## src/rtl/alert_event_aggregator.sv

```systemverilog
// alert_event_aggregator
//   Gathers peripheral fault events into sticky cause bits and turns them into
//   a four-phase req/ack handshake toward the alert sender. Recoverable events
//   produce one request per burst followed by a hold-off window; fatal events
//   latch until reset and keep re-issuing the request.
//
// Ports
//   clk_i        clock
//   rst_i        asynchronous active-high reset
//   event_i      per-event strobes, sampled every cycle
//   test_i       test strobe: one recoverable request, not recorded in cause
//   cause_clr_i  clear strobes for recoverable cause bits
//   alert_ack_i  acknowledge from the alert sender
//   alert_req_o  alert request
//   cause_o      sticky cause bits
//   fatal_o      fatal condition latched
//   busy_o       handshake/hold-off in progress (FSM not idle)
module alert_event_aggregator #(
  parameter int unsigned          NEvents    = 8,
  parameter logic [NEvents-1:0]   FatalMask  = '0,
  parameter int unsigned          HoldOffCyc = 16
) (
  input  logic               clk_i,
  input  logic               rst_i,
  input  logic [NEvents-1:0] event_i,
  input  logic               test_i,
  input  logic [NEvents-1:0] cause_clr_i,
  input  logic               alert_ack_i,
  output logic               alert_req_o,
  output logic [NEvents-1:0] cause_o,
  output logic               fatal_o,
  output logic               busy_o
);

  typedef enum logic [1:0] {
    IDLE    = 2'd0,
    REQ     = 2'd1,
    ACK_LOW = 2'd2,
    HOLDOFF = 2'd3
  } state_e;

  // Counter is loaded with HoldOffCyc-1 so that HOLDOFF lasts HoldOffCyc cycles.
  localparam logic [7:0] HoldLoad = (HoldOffCyc == 0) ? 8'd0 : 8'(HoldOffCyc - 1);

  state_e             state_q, state_d;
  logic [7:0]         cnt_q, cnt_d;
  logic               pending_q, pending_d;
  logic [NEvents-1:0] cause_q, cause_d;
  logic               fatal_q, fatal_d;

  logic fatal_evt;
  logic any_evt;
  logic trigger;

  assign fatal_evt = |(event_i & FatalMask);
  assign any_evt   = (|event_i) | test_i;
  assign trigger   = pending_q | any_evt;

  // Cause/fatal bookkeeping: set wins over clear; fatal bits cannot be cleared.
  always_comb begin
    cause_d = (cause_q & ~(cause_clr_i & ~FatalMask)) | event_i;
    fatal_d = fatal_q | fatal_evt;
  end

  // State register and datapath flops
  always_ff @(posedge clk_i or posedge rst_i) begin
    if (rst_i) begin
      state_q   <= IDLE;
      cnt_q     <= '0;
      pending_q <= 1'b0;
      cause_q   <= '0;
      fatal_q   <= 1'b0;
    end else begin
      state_q   <= state_d;
      cnt_q     <= cnt_d;
      pending_q <= pending_d;
      cause_q   <= cause_d;
      fatal_q   <= fatal_d;
    end
  end

  // Next-state logic; pending accumulates everything seen outside IDLE and is
  // cleared (with same-cycle events consumed) whenever a new request starts.
  always_comb begin
    state_d   = state_q;
    cnt_d     = cnt_q;
    pending_d = pending_q;
    unique case (state_q)
      IDLE: begin
        if (trigger) begin
          state_d   = REQ;
          pending_d = 1'b0;
        end
      end
      REQ: begin
        pending_d = pending_q | any_evt;
        if (alert_ack_i) state_d = ACK_LOW;
      end
      ACK_LOW: begin
        pending_d = pending_q | any_evt;
        if (!alert_ack_i) begin
          if (fatal_q || fatal_evt) begin
            state_d   = REQ;
            pending_d = 1'b0;
          end else if (HoldOffCyc == 0) begin
            state_d = IDLE;
          end else begin
            state_d = HOLDOFF;
            cnt_d   = HoldLoad;
          end
        end
      end
      HOLDOFF: begin
        pending_d = pending_q | any_evt;
        if (fatal_evt) begin
          // A fatal event aborts the hold-off window immediately.
          state_d   = REQ;
          pending_d = 1'b0;
          cnt_d     = '0;
        end else if (cnt_q == '0) begin
          if (fatal_q || trigger) begin
            state_d   = REQ;
            pending_d = 1'b0;
          end else begin
            state_d = IDLE;
          end
        end else begin
          cnt_d = cnt_q - 8'd1;
        end
      end
      default: state_d = IDLE;
    endcase
  end

  // Outputs decoded from flops only
  always_comb begin
    alert_req_o = (state_q == REQ);
    busy_o      = (state_q != IDLE);
    cause_o     = cause_q;
    fatal_o     = fatal_q;
  end

endmodule

```

## config.mk

```make
export PLATFORM = sky130hd
export DESIGN_NAME = alert_event_aggregator
export DESIGN_NICKNAME = d
export VERILOG_FILES = /design/src/rtl/alert_event_aggregator.sv
export SDC_FILE = /design/constraint.sdc
export NUM_CORES = 1
export LEC_CHECK = 0
export ABC_AREA = 1
export CORE_ASPECT_RATIO = 1.2
export CORE_MARGIN = 2
export CORE_UTILIZATION = 35
export CTS_CLUSTER_DIAMETER = 80
export DETAILED_ROUTE_END_ITERATION = 16
export GPL_TIMING_DRIVEN = 1
export PLACE_DENSITY = 0.76
export SLEW_MARGIN = 25
export SYNTH_ARGS = -nofsm -noshare
export SYNTH_HDL_FRONTEND = slang
export SYNTH_SLANG_ARGS = --single-unit
```

## constraint.sdc

```tcl
create_clock -name clk_i -period 1.2 [get_ports clk_i]
set_input_delay 0.18 -clock clk_i [delete_from_list [all_inputs] [get_ports clk_i]]
set_output_delay 0.18 -clock clk_i [all_outputs]
set_load 0.005 [all_outputs]
```

==> results_dict.tcl <==
set metrics [dict create \
    viasPerCell 4.79 \
    synth-seq-cells 19 \
    clock_path_buffers 2 \
    syn_area_um2 1080 \
    die_x_um 54.7 \
    hp-class "input port to async pin" \
    synth_nets 166 \
    final_util_pct 60.7 \
    dr_total_vias 1126 \
    antenna_cells 0 \
    core_um2 3000 \
    holdWs_ns 0.0914 \
    die_area_um2 3550 \
    synth_largest_area_cell "dfrtp_1" \
    grt_overflow_total 0 \
    drive_gt1_share_pct 33.7 \
    finalHoldViolCount 0 \
    setup_tns_ns -3.69 \
    cts.sinks 19 \
    layout.nets 227 \
    ys_top_cells_by_area "dfrtp_1, nand2_1, inv_1" \
    total_power_mw 3.87 \
    num_rows 22 \
    synthToLayoutAreaGrowth_pct 68.5 \
    cap_violations 0 \
    synth_commonest_cells "nand2_1, inv_1, dfrtp_1" \
    post-place-ws_ns -0.242 \
    p_leak_nw 0.874 \
    place_hpwl_um 2080 \
    fin_cells 235 \
    grt_pass1_vias 1209 \
    yosysMostFrequentCell "nand2_1" \
    postLayoutCellArea_um2 1820 \
    worstPathArrival_ns 1.70 \
    root_buffer "clkbuf_4" \
    critPathCaptureType "flip-flop" \
    fmaxAchievable_ghz 0.661 \
    synth_area_per_cell_um2 7.78 \
    die_h_um 64.9 \
    async_flop_share_pct 100 \
    initial_core_util_pct 36.0 \
    setup_viol 13 \
    critical_path_class "flip-flop to flip-flop" \
    clkTransAtPathRegs_ns 0.12 \
    p_per_area_nw_per_um2 2120 \
    placed_cell_area_um2 1590 \
    yosys.area.top_type_share_pct 44.0 \
    place_congestion 0.843 \
    drtIter0Drc 14 \
    grt_start_max_net_pins 13 \
    cts_max_level 1 \
    antenna_found_initial 0 \
    numCtsBuffers 3 \
    status "finished, violations left" \
    violations "setup timing" \
    post-route-drc-count 0 \
    rrSetupSlack_ns -0.31 \
    drt-total-wl_um 3200 \
    worst_slack_ns -0.313 \
    crit_fanout 7 \
    grt_pass1_wl_um 5070 \
    grt_setup_unrepaired "true" \
    fin_skew_ns 0.00541 \
    yosysSeqAreaShare_pct 44.0 \
    pin_count 31 \
    dp.cells 221 \
    synth-main-ff-cell "dfrtp_1" \
    crit_required_ns 1.39 \
    io_buffers 29 \
    synth_edf_count 0 \
    holdBufCountCts 0 \
    cp-start-kind "flip-flop" \
    finalCritPeriodShare_pct 126 \
    grtUsageTotal_pct 19.5 \
    ant_nets 0 \
    firstDrtPassIters 4 \
    synthCells 139 \
    finalCriticalPeriod_ns 1.51 \
    wl_per_cell_um 13.6 \
    max-vdd-ir-drop_mv 1.88 \
    cts_tree "yes" \
    slew_violations 0 \
    ys.warnings.count 0 \
    synth_cell_type_count 19 \
    clkLatencyLatePin_ns 0.29 \
]
==> final cells by class <==
cell class                      count  area [µm²]
Multi-Input combinational cell     94         663
Tap cell                           36        45.0
Inverter                           25         101
Sequential cell                    19         477
Timing Repair Buffer               57         505
Fill cell                         235        1180
Clock buffer                        3        22.5
Clock inverter                      1        7.51
==> what timing repair did <==
item	4_1_cts	5_1_grt
gates cloned	1	0
resized for setup	38	16
buffers inserted	10	2
pin swaps	12	6
endpoints found under the setup margin	21	13
==> worst max-delay path, cell delays in order (launching register included) <==
cell	delay, ns
dfrtp_1	0.43
buf_6	0.14
buf_6	0.11
buf_6	0.11
ha_4	0.18
inv_6	0.08
nand2_4	0.05
nand2_4	0.09
nand2_4	0.10
nand2_2	0.06
o21ai_1	0.05
==> logic make-up (layout without fill, tap and decap cells) <==
| logic type | after synthesis | in the layout | share of synthesized area [%] |
|---|---|---|---|
| and+or+nand+nor | 61 | 62 | 23.8 |
| buffers and inverters | 27 | 86 | 10.4 |
| AOI/OAI and AO/OA | 23 | 23 | 12.5 |
| DFF | 19 | 19 | 44.0 |
| adders and majority gates | 7 | 7 | 8.10 |
| other | 1 | 1 | 0.347 |
| xor gates and xnor gates | 1 | 1 | 0.810 |
==> layout by cell type, fill, tap and decap left out <==
cell             Yosys  final
nand3_1             11     11
o21ai_4              0      1
dlygate4sd2_1        0      8
nor2_2               3      1
o21ai_0              6      6
o21ai_1              9      3
ha_4                 0      5
buf_4                1     23
nand2_2              1      5
clkdlybuf4s50_1      0     19
buf_6                1      6
clkinvlp_4           0      1
dfrtp_1             19     18
or2_1                1      1
nor2_1              15     15
conb_1               1      1
nand2_4              0      5
ha_1                 7      2
a21boi_1             1      1
xor2_1               1      1
clkbuf_2             0      1
o21ai_2              0      5
nand2_1             29     20
dfrtp_2              0      1
nand4_1              1      1
clkbuf_4             0      3
o21bai_1             7      7
nor2_4               0      2
nand2_8              0      1
inv_1               24     18
inv_6                0      1
inv_4                0      1
inv_2                1      5
==> path summary, 6_finish.rpt <==
path                                 from         end  cells after the start
min in group clk_i         cause_clr_i[5]  cause_o[5]                      2
max in group asynchronous           rst_i    cnt_q[2]                      3
max                            state_q[0]    cnt_q[5]                     10
min                                 rst_i  cause_o[5]                      2
min reg2reg                    cause_o[7]  cause_o[7]                      2
max reg2reg                    state_q[0]    cnt_q[5]                     10
==> registers in the layout, summed over array words and instances (netlist names) <==
register,cells
cause_o,8
cnt_q,8
state_q,2
pending_q,1
==> metal layers <==
layer,global-route usage (%),vias to the layer above,share of wire [%]
met5,0,-,0
met3,2.30,6,0.72
met1,19.0,554,39
met2,38.1,15,58
li1,-,551,-
met4,7.81,0,2.0
==> power by group <==
group	total [mW]	internal, mW	switching [mW]	leakage, nW
Clock	0.335	0.126	0.209	0.0139
Sequential	0.896	0.800	0.0967	0.221
Combinational	2.64	1.27	1.37	0.639
Note: power is estimated with default switching activity, not from simulation.
